### src/rtl/uc_pkg.sv
// Shared encodings for the CPU control unit: opcodes, next-PC selects, FSM states
// and the decoded control word.
package uc_pkg;

  localparam int unsigned OP_W    = 6;
  localparam int unsigned ALU_W   = 3;
  localparam int unsigned S_INC_W = 2;

  localparam logic [OP_W-1:0] OP_LOAD  = 6'b010000;
  localparam logic [OP_W-1:0] OP_STORE = 6'b010001;
  localparam logic [OP_W-1:0] OP_J     = 6'b100000;
  localparam logic [OP_W-1:0] OP_JZ    = 6'b100001;
  localparam logic [OP_W-1:0] OP_JNZ   = 6'b100010;
  localparam logic [OP_W-1:0] OP_CALL  = 6'b100011;
  localparam logic [OP_W-1:0] OP_RET   = 6'b100100;
  localparam logic [OP_W-1:0] OP_RETI  = 6'b100101;
  localparam logic [OP_W-1:0] OP_EI    = 6'b110000;
  localparam logic [OP_W-1:0] OP_DI    = 6'b110001;

  localparam logic [ALU_W-1:0] ALU_PASS_A = 3'b000;

  localparam logic [S_INC_W-1:0] S_INC_JMP = 2'b00;
  localparam logic [S_INC_W-1:0] S_INC_SEQ = 2'b01;
  localparam logic [S_INC_W-1:0] S_INC_VEC = 2'b10;

  typedef enum logic {RUN = 1'b0, ISR = 1'b1} state_e;

  typedef struct packed {
    logic               push;
    logic               pop;
    logic               s_intr;
    logic               s_stack_mux;
    logic [S_INC_W-1:0] s_inc;
    logic               s_mux_alu;
    logic               s_mux_datos;
    logic               transceiver_oe;
    logic               we3;
    logic               wez;
    logic [ALU_W-1:0]   op_alu;
  } ctl_t;

  // Instructions that touch the stack or ie must never be displaced by an interrupt entry.
  function automatic logic is_ctl_op(input logic [OP_W-1:0] op);
    return op inside {OP_CALL, OP_RET, OP_RETI, OP_EI, OP_DI};
  endfunction

endpackage

### src/rtl/uc_sequencer_if.sv
// Instruction/flag inputs and datapath control outputs of the control unit.
interface uc_sequencer_if
  import uc_pkg::*;
#(
  parameter int unsigned N_IRQ = 8
);
  logic [OP_W-1:0]    opcode;
  logic               z;
  logic [N_IRQ-1:0]   intr;
  logic               push;
  logic               pop;
  logic               s_intr;
  logic               s_stack_mux;
  logic [S_INC_W-1:0] s_inc;
  logic               s_mux_alu;
  logic               s_mux_datos;
  logic               transceiver_oe;
  logic               we3;
  logic               wez;
  logic [ALU_W-1:0]   op_alu;
  logic [N_IRQ-1:0]   intr_sel;
  logic               ie;
  logic               in_service;
  logic               stk_err;

  modport master (
    output opcode, z, intr,
    input  push, pop, s_intr, s_stack_mux, s_inc, s_mux_alu, s_mux_datos,
           transceiver_oe, we3, wez, op_alu, intr_sel, ie, in_service, stk_err
  );

  modport slave (
    input  opcode, z, intr,
    output push, pop, s_intr, s_stack_mux, s_inc, s_mux_alu, s_mux_datos,
           transceiver_oe, we3, wez, op_alu, intr_sel, ie, in_service, stk_err
  );
endinterface

### src/rtl/irq_prio.sv
// Interrupt capture: per-line synchroniser, rising-edge detect, sticky pending
// register and fixed-priority (lowest index wins) one-hot select.
module irq_prio #(
  parameter int unsigned N_IRQ       = 8,
  parameter int unsigned SYNC_STAGES = 2
) (
  input  logic             clk,
  input  logic             reset,
  input  logic [N_IRQ-1:0] intr,
  input  logic             grant,
  output logic             pend_any,
  output logic [N_IRQ-1:0] sel
);

  logic [SYNC_STAGES-1:0][N_IRQ-1:0] sync_q;
  logic [N_IRQ-1:0]                  prev_q;
  logic [N_IRQ-1:0]                  pend_q;
  logic [N_IRQ-1:0]                  rise_c;

  assign rise_c   = sync_q[SYNC_STAGES-1] & ~prev_q;
  assign pend_any = |pend_q;
  // Isolate the lowest set bit.
  assign sel      = pend_q & (~pend_q + N_IRQ'(1));

  // A fresh edge on the granted line re-posts it, since the OR follows the clear.
  always_ff @(posedge clk or negedge reset) begin
    if (!reset) begin
      sync_q <= '0;
      prev_q <= '0;
      pend_q <= '0;
    end else begin
      sync_q[0] <= intr;
      for (int unsigned i = 1; i < SYNC_STAGES; i++) sync_q[i] <= sync_q[i-1];
      prev_q <= sync_q[SYNC_STAGES-1];
      pend_q <= (pend_q & ~(grant ? sel : '0)) | rise_c;
    end
  end

endmodule

### src/rtl/uc_sequencer.sv
// Control unit for the 16-bit single-cycle CPU: opcode decode, interrupt
// entry/return sequencing and return-stack depth guarding.
module uc_sequencer
  import uc_pkg::*;
#(
  parameter int unsigned N_IRQ       = 8,
  parameter int unsigned STACK_DEPTH = 16,
  parameter int unsigned SYNC_STAGES = 2
) (
  input  logic           clk,
  input  logic           reset,
  uc_sequencer_if.slave  bus
);

  localparam int unsigned DEPTH_W = $clog2(STACK_DEPTH + 1);

  state_e             state;
  logic               ie_q;
  logic               in_service_q;
  logic               stk_err_q;
  logic [DEPTH_W-1:0] depth;

  ctl_t               ctl_c;
  logic               grant_c;
  logic               pend_any_c;
  logic               err_c;
  logic [N_IRQ-1:0]   sel_c;
  logic [N_IRQ-1:0]   intr_sel_c;

  irq_prio #(.N_IRQ(N_IRQ), .SYNC_STAGES(SYNC_STAGES)) u_irq_prio (
    .clk      (clk),
    .reset    (reset),
    .intr     (bus.intr),
    .grant    (grant_c),
    .pend_any (pend_any_c),
    .sel      (sel_c)
  );

  // Decode; an interrupt grant replaces the current instruction, which is re-fetched on return.
  always_comb begin
    ctl_c       = '0;
    ctl_c.s_inc = S_INC_SEQ;
    intr_sel_c  = '0;
    grant_c     = 1'b0;
    err_c       = 1'b0;
    if (reset) begin
      grant_c = (state == RUN) && ie_q && pend_any_c &&
                (depth < DEPTH_W'(STACK_DEPTH)) && !is_ctl_op(bus.opcode);
      if (grant_c) begin
        ctl_c.push   = 1'b1;
        ctl_c.s_intr = 1'b1;
        ctl_c.s_inc  = S_INC_VEC;
        intr_sel_c   = sel_c;
      end else begin
        casez (bus.opcode)
          6'b000???: begin
            ctl_c.op_alu = bus.opcode[ALU_W-1:0];
            ctl_c.we3    = 1'b1;
            ctl_c.wez    = 1'b1;
          end
          6'b001???: begin
            ctl_c.op_alu    = bus.opcode[ALU_W-1:0];
            ctl_c.we3       = 1'b1;
            ctl_c.wez       = 1'b1;
            ctl_c.s_mux_alu = 1'b1;
          end
          OP_LOAD: begin
            ctl_c.s_mux_alu   = 1'b1;
            ctl_c.op_alu      = ALU_PASS_A;
            ctl_c.s_mux_datos = 1'b1;
            ctl_c.we3         = 1'b1;
          end
          OP_STORE: begin
            ctl_c.s_mux_alu      = 1'b1;
            ctl_c.op_alu         = ALU_PASS_A;
            ctl_c.transceiver_oe = 1'b1;
          end
          OP_J:   ctl_c.s_inc = S_INC_JMP;
          OP_JZ:  ctl_c.s_inc = bus.z ? S_INC_JMP : S_INC_SEQ;
          OP_JNZ: ctl_c.s_inc = bus.z ? S_INC_SEQ : S_INC_JMP;
          OP_CALL: begin
            ctl_c.s_inc = S_INC_JMP;
            if (depth == DEPTH_W'(STACK_DEPTH)) err_c = 1'b1;
            else                                ctl_c.push = 1'b1;
          end
          OP_RET, OP_RETI: begin
            if (depth == '0) begin
              err_c = 1'b1;
            end else begin
              ctl_c.pop         = 1'b1;
              ctl_c.s_stack_mux = 1'b1;
            end
          end
          default: ;
        endcase
      end
    end
  end

  // FSM, interrupt enable/service flags and stack depth tracking.
  always_ff @(posedge clk or negedge reset) begin
    if (!reset) begin
      state        <= RUN;
      ie_q         <= 1'b0;
      in_service_q <= 1'b0;
      stk_err_q    <= 1'b0;
      depth        <= '0;
    end else begin
      depth <= depth + DEPTH_W'(ctl_c.push) - DEPTH_W'(ctl_c.pop);
      if (err_c) stk_err_q <= 1'b1;
      if (grant_c) begin
        state        <= ISR;
        ie_q         <= 1'b0;
        in_service_q <= 1'b1;
      end else begin
        case (bus.opcode)
          OP_RETI: begin
            state        <= RUN;
            ie_q         <= 1'b1;
            in_service_q <= 1'b0;
          end
          OP_EI:   ie_q <= 1'b1;
          OP_DI:   ie_q <= 1'b0;
          default: ;
        endcase
      end
    end
  end

  assign bus.push           = ctl_c.push;
  assign bus.pop            = ctl_c.pop;
  assign bus.s_intr         = ctl_c.s_intr;
  assign bus.s_stack_mux    = ctl_c.s_stack_mux;
  assign bus.s_inc          = ctl_c.s_inc;
  assign bus.s_mux_alu      = ctl_c.s_mux_alu;
  assign bus.s_mux_datos    = ctl_c.s_mux_datos;
  assign bus.transceiver_oe = ctl_c.transceiver_oe;
  assign bus.we3            = ctl_c.we3;
  assign bus.wez            = ctl_c.wez;
  assign bus.op_alu         = ctl_c.op_alu;
  assign bus.intr_sel       = intr_sel_c;
  assign bus.ie             = ie_q;
  assign bus.in_service     = in_service_q;
  assign bus.stk_err        = stk_err_q;

endmodule

### src/flat_wrapper.sv
// flat-port wrapper written by rule: the top's interface ports become plain ports
module uc_sequencer_flat import uc_pkg::*;
#(
  parameter int unsigned N_IRQ       = 8,
  parameter int unsigned STACK_DEPTH = 16,
  parameter int unsigned SYNC_STAGES = 2
)
  (clk, reset, bus_opcode, bus_z, bus_intr, bus_push, bus_pop, bus_s_intr, bus_s_stack_mux, bus_s_inc, bus_s_mux_alu, bus_s_mux_datos, bus_transceiver_oe, bus_we3, bus_wez, bus_op_alu, bus_intr_sel, bus_ie, bus_in_service, bus_stk_err);
  uc_sequencer_if #(.N_IRQ(N_IRQ)) bus_i ();
  input  logic clk;
  input  logic reset;
  input wire logic [$bits(bus_i.opcode)-1:0] bus_opcode;
  input wire logic [$bits(bus_i.z)-1:0] bus_z;
  input wire logic [$bits(bus_i.intr)-1:0] bus_intr;
  output wire logic [$bits(bus_i.push)-1:0] bus_push;
  output wire logic [$bits(bus_i.pop)-1:0] bus_pop;
  output wire logic [$bits(bus_i.s_intr)-1:0] bus_s_intr;
  output wire logic [$bits(bus_i.s_stack_mux)-1:0] bus_s_stack_mux;
  output wire logic [$bits(bus_i.s_inc)-1:0] bus_s_inc;
  output wire logic [$bits(bus_i.s_mux_alu)-1:0] bus_s_mux_alu;
  output wire logic [$bits(bus_i.s_mux_datos)-1:0] bus_s_mux_datos;
  output wire logic [$bits(bus_i.transceiver_oe)-1:0] bus_transceiver_oe;
  output wire logic [$bits(bus_i.we3)-1:0] bus_we3;
  output wire logic [$bits(bus_i.wez)-1:0] bus_wez;
  output wire logic [$bits(bus_i.op_alu)-1:0] bus_op_alu;
  output wire logic [$bits(bus_i.intr_sel)-1:0] bus_intr_sel;
  output wire logic [$bits(bus_i.ie)-1:0] bus_ie;
  output wire logic [$bits(bus_i.in_service)-1:0] bus_in_service;
  output wire logic [$bits(bus_i.stk_err)-1:0] bus_stk_err;
  assign bus_i.opcode = bus_opcode;
  assign bus_i.z = bus_z;
  assign bus_i.intr = bus_intr;
  assign bus_push = bus_i.push;
  assign bus_pop = bus_i.pop;
  assign bus_s_intr = bus_i.s_intr;
  assign bus_s_stack_mux = bus_i.s_stack_mux;
  assign bus_s_inc = bus_i.s_inc;
  assign bus_s_mux_alu = bus_i.s_mux_alu;
  assign bus_s_mux_datos = bus_i.s_mux_datos;
  assign bus_transceiver_oe = bus_i.transceiver_oe;
  assign bus_we3 = bus_i.we3;
  assign bus_wez = bus_i.wez;
  assign bus_op_alu = bus_i.op_alu;
  assign bus_intr_sel = bus_i.intr_sel;
  assign bus_ie = bus_i.ie;
  assign bus_in_service = bus_i.in_service;
  assign bus_stk_err = bus_i.stk_err;
  uc_sequencer #(.N_IRQ(N_IRQ), .STACK_DEPTH(STACK_DEPTH), .SYNC_STAGES(SYNC_STAGES)) u_core (.clk(clk), .reset(reset), .bus(bus_i));
endmodule
### config.mk
export PLATFORM = sky130hd
export DESIGN_NAME = uc_sequencer_flat
export DESIGN_NICKNAME = d
export VERILOG_FILES = /design/src/rtl/uc_pkg.sv /design/src/rtl/uc_sequencer_if.sv /design/src/rtl/irq_prio.sv /design/src/rtl/uc_sequencer.sv /design/src/flat_wrapper.sv
export SDC_FILE = /design/constraint.sdc
export NUM_CORES = 1
export LEC_CHECK = 0
export ABC_AREA = 1
export CAP_MARGIN = 10
export CELL_PAD_IN_SITES_DETAIL_PLACEMENT = 1
export CELL_PAD_IN_SITES_GLOBAL_PLACEMENT = 1
export CORE_MARGIN = 1.5
export CORE_UTILIZATION = 34
export DETAILED_ROUTE_END_ITERATION = 10
export GPL_TIMING_DRIVEN = 0
export HOLD_SLACK_MARGIN = 0.1
export PLACE_DENSITY = 0.79
export SKIP_LAST_GASP = 1
export SLEW_MARGIN = 20
export SYNTH_ARGS = -nofsm -noshare
export SYNTH_HDL_FRONTEND = slang
export SYNTH_HIERARCHICAL = 1
export SYNTH_SLANG_ARGS = --single-unit
### constraint.sdc
create_clock -name clk -period 2.6 [get_ports clk]
set_input_delay 0.26 -clock clk [delete_from_list [all_inputs] [get_ports clk]]
set_output_delay 0.26 -clock clk [all_outputs]
set_load 0.05 [all_outputs]
==> qor.csv, run 1 <==
stage,metric,value,unit
status,status,completed,
worst_hold_path,worst hold-check path type,reg -> reg,
detailed_routing,mean routed wirelength per cell,12.2,µm
clock_tree,TritonCTS clock tree,done,
flow_run,max-capacitance violation count,0,
synth,synth warn,6,
synth,post-synthesis cell type count,26,
pwr,pwr dens,728,nW/µm²
floorplanning,Site Rows,27,
place,Placement Setup Slack,-0.398,ns
layout,Layout area overhead,36.7,%
layout,"Net count, final",305,
pwr,worst vdd ir,0.000353,V
detailed_routing,detailed-router iteration count before antenna repair,4,
global_routing,GRT Overall Usage,15.7,%
timing,RSZ-0062 raised after global routing,true,
clock_tree,Clock Path Buffers,2,
place,# port buffers,41,
setup_path,CP Capture Type,register,
floorplanning,# IOs,42,
timing,setup ws final,0.0439,ns
layout,most frequent cells in the layout,"inv_1, dfrtp_1, nand2_1",
setup_path,crit-path max FO,4,
timing,final setup vio count,0,
layout,"most common cell after layout, fill and taps aside",inv_1,
timing,Final Max Slew Viols,0,
layout,share of layout cells above drive strength 1,29.1,%
setup_path,critical path class,reg -> reg,
detailed_routing,# DRC,0,
pwr,Total Power,1.93,mW
timing,setup TNS,0,ns
global_routing,first-pass GRT wire length,7510,µm
global_routing,Congestion Overflow GR,0,
pwr,leak pwr,1.31,nW
layout,Inserted Diodes,0,
clock_tree,clock root buffer,clkbuf_8,
floorplanning,core area,5510,µm²
timing,final clock skew,0.00510,ns
global_routing,vias in the first global route,1700,
clock_tree,number of H-tree levels,2,
floorplanning,DIE AREA,6150,µm²
setup_path,CP Launch Type,register,
detailed_routing,Final ANT Viol Nets,0,
clock_tree,clk slew on worst S/H paths,0.08,ns
place,RD Place Congestion,0.738,
timing,Max Freq,391,MHz
detailed_routing,vias per std cell,4.47,
timing,final period utilization,98.3,%
synth,Mapped Area,1940,µm²
detailed_routing,routed via count,1584,
synth,synthesized flop and latch total,40,
timing,min Tclk post-route,2.56,ns
place,dpl hpwl,3100,µm
synth,Synthesized Nets,243,
global_routing,initial antenna violation count,0,
synth,cell count after synthesis,219,
timing,Slew headroom,60.5,%
clock_tree,Worst-Skew Late Latency,0.29,ns
synth,"Seq/Total Area, Yosys",51.7,%
timing,final hold slack,0.352,ns
clock_tree,CTS Buf Count,5,
floorplanning,starting density of the core,35.2,%
floorplanning,Die Span Y,78.5,µm
timing,final hold vios,0,
floorplanning,Die Width,78.5,µm
detailed_routing,1st-iter DRT viols,53,
setup_path,Critical Path AT,2.77,ns
clock_tree,clk sink count,40,
setup_path,WP data required,2.82,ns
detailed_routing,"wirelength, routed",4320,µm
synth,Avg Inst Size Synth,8.84,µm²
timing,Tightest Pin Transition,0.591,ns
global_routing,maximum number of pins on one net before global-route repair,27,
layer usage:
| layer | share of wire [%] | track usage, % | up-vias |
|---|---|---|---|
| met1 | 43 | 18.2 | 757 |
| met4 | 2.5 | 8.39 | 0 |
| met3 | 4.1 | 3.84 | 11 |
| li1 | - | - | 782 |
| met5 | 0 | 0 | - |
| met2 | 51 | 26.6 | 34 |
cell usage after synthesis (all sizes together):
cell type	count	share of area [%]
a21oi	2	0.52
and3	1	0.32
buf	4	1.7
dfrtp	40	52
fa	1	1.0
ha	6	3.9
inv	46	8.9
nand2	42	9.3
nand3	12	3.6
nand3b	2	0.78
nand4	2	0.65
nor2	43	12
nor3	1	0.26
nor3b	2	0.78
o211ai	1	0.39
o21ai	8	2.1
o22ai	2	0.65
xor2	4	1.8
registers in the layout (all words and copies together), names as in the netlist:
name,count
u_core/u_irq_prio/sync_q,16
u_core/bus.in_service,1
u_core/u_irq_prio/prev_q,8
u_core/depth,5
u_core/bus.stk_err,1
u_core/bus.ie,1
u_core/u_irq_prio/pend_q,8
per-stage QoR:
step / area, µm² / instances / util [%]
floorplan: 1950 / 219 / -
global placement: 2450 / 332 / 44.4
detailed placement: 2460 / 333 / 44.7
CTS: 2620 / 349 / 47.6
global route: 2650 / 354 / 48.1
finish: 2650 / 354 / 48.1
report_power, final:
part	internal, mW	switching, mW
sequential	0.712	0.0651
clock	0.215	0.214
combinational	0.289	0.433
total	1.22	0.712
critical path, stage by stage, from the launching register on:
cell	delay, ns
dfrtp_2	0.41
nor2_4	0.06
nand2_4	0.08
nor2_4	0.04
nand3b_1	0.09
nand3_2	0.07
nor2_1	0.10
nand2_1	0.09
nor2_4	0.12
nand2_4	0.06
nand2_2	0.06
nand2_2	0.07
ha_4	0.26
inv_2	0.04
ha_4	0.15
fa_2	0.34
a21oi_2	0.13
nor2_1	0.06
nor2_1	0.12
xor2_1	0.15
area by class of cell:
class                      count  area, µm²
fill                         668       2860
sequential                    40       1000
multi-input combinational    129        788
timing repair buffer          55        458
inverter                      46        173
tap                           72       90.1
clock buffer                   6       82.6
buffer                         4       37.5
clock inverter                 2       15.0
cell families (layout without fill, tap and decap cells):
logic type | Yosys count | after routing | share of synthesized area (%)
XOR/XNOR | 4 | 4 | 1.81
flip-flops | 40 | 40 | 51.7
AND/OR/NAND/NOR | 105 | 105 | 27.3
adder cells (fa/ha/maj) | 7 | 7 | 4.91
AO/OA/AOI/OAI | 13 | 13 | 3.62
buffers and inverters | 50 | 113 | 10.7
what timing repair did:
item                                    4_1_cts  5_1_grt
resized for setup                            26       50
hold buffers                                  3        0
hold endpoints to repair                     14        0
endpoints found under the setup margin       23       22
pin swaps                                     7       11
cloned                                        0        1
buffers inserted                              5        4
worst paths after layout:
kind	from	endpoint	slack, ns	depth (start not counted)
worst max register to register	u_core/u_irq_prio/pend_q[0]$_DFF_PN0_	u_core/depth[4]$_DFF_PN0_	0.04	19
worst max-delay path	u_core/u_irq_prio/pend_q[0]$_DFF_PN0_	u_core/depth[4]$_DFF_PN0_	0.04	19
max in group asynchronous	reset	u_core/u_irq_prio/pend_q[0]$_DFF_PN0_	1.10	3
worst min-delay path	u_core/u_irq_prio/sync_q[7]$_DFF_PN0_	u_core/u_irq_prio/sync_q[15]$_DFF_PN0_	0.35	0
min in group asynchronous	reset	u_core/u_irq_prio/sync_q[0]$_DFF_PN0_	0.59	4
worst min register to register	u_core/u_irq_prio/sync_q[7]$_DFF_PN0_	u_core/u_irq_prio/sync_q[15]$_DFF_PN0_	0.35	0
Power figures use the tool's default switching activity.
==> run 2, diff against run 1 <==
Settings changed: CORE_UTILIZATION 34 to 37, PLACE_DENSITY 0.79 to 0.81.
Clock period 2.6 ns to 2.61 ns, I/O delays scaled along.
==> run 2 against run 1 <==
Compared with the run above: final cell count down 1.4%; global-route usage up 0.92 points; setup slack worse by 0.0069 ns; non-clock buffer count down 3.
==> qor.csv, run 2 (synthesized netlist as in run 1, its figures left out) <==
stage,metric,value,unit,change
status,status,completed,,unchanged
place,dpl hpwl,3320,µm,was 3100 µm
setup_path,Critical Path AT,2.79,ns,was 2.77 ns
floorplanning,Die Width,75.3,µm,was 78.5 µm
detailed_routing,routed via count,1568,,was 1584
setup_path,crit path from,u_core/u_irq_prio/pend_q[1]$_DFF_PN0_,,was u_core/u_irq_prio/pend_q[0]$_DFF_PN0_
global_routing,vias in the first global route,1532,,was 1700
pwr,worst vdd ir,0.000547,V,was 0.000353 V
clock_tree,TritonCTS clock tree,done,,unchanged
layout,Inserted Diodes,0,,unchanged
pwr,pwr dens,755,nW/µm²,was 728 nW/µm²
timing,final period utilization,98.6,%,was 98.3%
clock_tree,clock root buffer,clkbuf_8,,unchanged
place,# port buffers,41,,unchanged
clock_tree,clk sink count,40,,unchanged
pwr,power share of the sequential group,39.2,%,was 40.3%
clock_tree,CTS Buf Count,5,,unchanged
pwr,Gate power share,35.2,%,was 37.5%
layout,"most common cell after layout, fill and taps aside",inv_1,,unchanged
pwr,NetSw,699,µW,was 712 µW
global_routing,first-pass GRT wire length,7080,µm,was 7510 µm
place,RD Place Congestion,0.761,,was 0.738
detailed_routing,# DRC,0,,unchanged
clock_tree,number of H-tree levels,2,,unchanged
clock_tree,Worst-Skew Late Latency,0.29,ns,about the same
detailed_routing,1st-iter DRT viols,43,,was 53
floorplanning,starting density of the core,38.1,%,was 35.2%
timing,RSZ-0062 raised after global routing,true,,unchanged
layout,# fillers,611,,was 668
timing,min Tclk post-route,2.57,ns,was 2.56 ns
timing,final clock skew,0.00475,ns,was 0.00510 ns
setup_path,Register-to-Register Setup Slack,0.04,ns,about the same
pwr,Power Internal,1.27,mW,was 1.22 mW
layout,Layout area overhead,34.6,%,was 36.7%
layout,max FFs per register,16,,unchanged
layout,share of layout cells above drive strength 1,27.6,%,was 29.1%
place,Cells after DPL,331,,was 333
pwr,clock group share of total power,25.7,%,was 22.3%
timing,setup TNS,0,ns,unchanged
pwr,leak pwr,1.30,nW,was 1.31 nW
detailed_routing,"wirelength, routed",4300,µm,was 4320 µm
floorplanning,core area,5070,µm²,was 5510 µm²
setup_path,Reg2Reg Depth,19,,unchanged
setup_path,crit-path max FO,4,,unchanged
timing,setup ws final,0.0370,ns,was 0.0439 ns
timing,final setup vio count,0,,unchanged
layout,fin util,51.4,%,was 48.1%
detailed_routing,Final ANT Viol Nets,0,,unchanged
layout,most frequent cells in the layout,"inv_1, dfrtp_1, nand2_1",,unchanged
setup_path,critical path class,reg -> reg,,unchanged
place,Placement Setup Slack,-0.388,ns,was -0.398 ns
setup_path,CP Launch Type,register,,unchanged
layout,Non-Filler Instances,349,,was 354
layout,design area,2610,µm²,was 2650 µm²
setup_path,reg2reg end,u_core/depth[4]$_DFF_PN0_,,unchanged
detailed_routing,mean routed wirelength per cell,12.3,µm,was 12.2 µm
clock_tree,Clock Path Buffers,2,,unchanged
floorplanning,Site Rows,26,,was 27
clock_tree,clk slew on worst S/H paths,0.08,ns,about the same
layout,register area,1000,µm²,unchanged
detailed_routing,detailed-router iteration count before antenna repair,4,,unchanged
detailed_routing,vias per std cell,4.49,,was 4.47
layout,biggest regs,"u_core/u_irq_prio/sync_q (16), u_core/u_irq_prio/pend_q (8), u_core/u_irq_prio/prev_q (8)",,unchanged
layout,multi-input combinational cell area,781,µm²,was 788 µm²
setup_path,beginning of the worst register-to-register path,u_core/u_irq_prio/pend_q[1]$_DFF_PN0_,,was u_core/u_irq_prio/pend_q[0]$_DFF_PN0_
layout,Biggest register,u_core/u_irq_prio/sync_q,,unchanged
global_routing,maximum number of pins on one net before global-route repair,25,,was 27
timing,Slew headroom,47.4,%,was 60.5%
setup_path,CP Capture Type,register,,unchanged
global_routing,Congestion Overflow GR,0,,unchanged
global_routing,GRT Overall Usage,16.6,%,was 15.7%
timing,final hold vios,0,,unchanged
pwr,Sw Ratio,35.5,%,was 37.0%
setup_path,WP data required,2.82,ns,about the same
floorplanning,Die Span Y,75.3,µm,was 78.5 µm
layout,"Net count, final",302,,was 305
global_routing,initial antenna violation count,0,,unchanged
place,Placed Area,2470,µm²,was 2460 µm²
floorplanning,# IOs,42,,unchanged
floorplanning,DIE AREA,5670,µm²,was 6150 µm²
timing,Max Freq,389,MHz,was 391 MHz
timing,Tightest Pin Transition,0.786,ns,was 0.591 ns
timing,Final Max Slew Viols,0,,unchanged
flow_run,max-capacitance violation count,0,,unchanged
setup_path,end of the critical path,u_core/depth[4]$_DFF_PN0_,,unchanged
worst_hold_path,worst hold-check path type,in -> reg,,was reg -> reg
## run 2: cell types whose count changed in the layout (fill, tap and decap cells not counted), sizes merged
cell / change
inv: +1
clkbuf: -4
bufinv: +1
dlygate4sd2: +1
buf: -1
clkinvlp: -1
## run 2: worst max-delay path, stage by stage (launching register included)
cell and delay [ns]:
dfrtp_1 0.41, nor2_4 0.06, nand2_4 0.07, nor2_4 0.04, nand3b_1 0.08, nand3_1 0.07
nor2_1 0.11, nand2_1 0.09, nor2_4 0.12, nand2_4 0.06, nand2_2 0.06, nand2_2 0.06
ha_4 0.26, inv_2 0.03, ha_4 0.15, fa_2 0.35, a21oi_2 0.14, nor2_1 0.06
nor2_1 0.13, xor2_1 0.15
## run 2: power groups by stage
stage	clock network (mW)	registers, mW	logic (mW)
floorplan	0	0.820	0.397
global placement	0	0.775	0.602
detailed placement	0	0.781	0.636
CTS	0.523	0.767	0.680
global route	0.553	0.780	0.762
finish	0.505	0.771	0.692
## run 2: how the worst min path moves through the flow
stage                                          startpoint                                     end  slack (ns)  cells after the start
global route                                        reset          u_core/bus.stk_err$_DFFE_PN0P_        0.30                      3
global placement    u_core/u_irq_prio/sync_q[2]$_DFF_PN0_  u_core/u_irq_prio/sync_q[10]$_DFF_PN0_        0.33                      0
CTS                                                 reset          u_core/bus.stk_err$_DFFE_PN0P_        0.27                      3
finish                                              reset          u_core/bus.stk_err$_DFFE_PN0P_        0.28                      3
detailed placement                                  reset   u_core/u_irq_prio/sync_q[9]$_DFF_PN0_        0.27                      1
floorplan                                           reset               u_core/bus.ie$_DFFE_PN0P_       -0.03                      0
## run 2: repair_timing
item                                   CTS  global route
setup buffers                            5             3
endpoints found under the hold margin   18             0
pin swaps                                7            12
setup endpoints to repair               24            22
resized for setup                       26            45
hold buffers                             2             0
## run 2: final cells by class
type / count / share of cell area (%)
sequential: 40 / 38.5
buffer: 4 / 1.30
timing repair buffer: 52 / 15.9
clock buffer: 5 / 2.64
tap: 70 / 3.36
inverter: 46 / 6.63
clock inverter: 3 / 1.78
multi-input combinational: 129 / 30.0
## run 2: per-stage QoR
step | hold slack [ns] | total power [mW]
2_1_floorplan | -0.0346 | 1.22
3_3_place_gp | 0.332 | 1.38
3_5_place_dp | 0.267 | 1.42
4_1_cts | 0.272 | 1.97
5_1_grt | 0.302 | 2.10
6_report | 0.279 | 1.97
## run 2: routing by layer
layer  vias to the layer above  GRT usage (%)  wire length (µm)
li1                        778              -                 -
met1                       754           22.3              1920
met2                        26           26.9              2170
met3                        10           3.04               136
met4                         0           6.35                71
met5                         -              0                 0
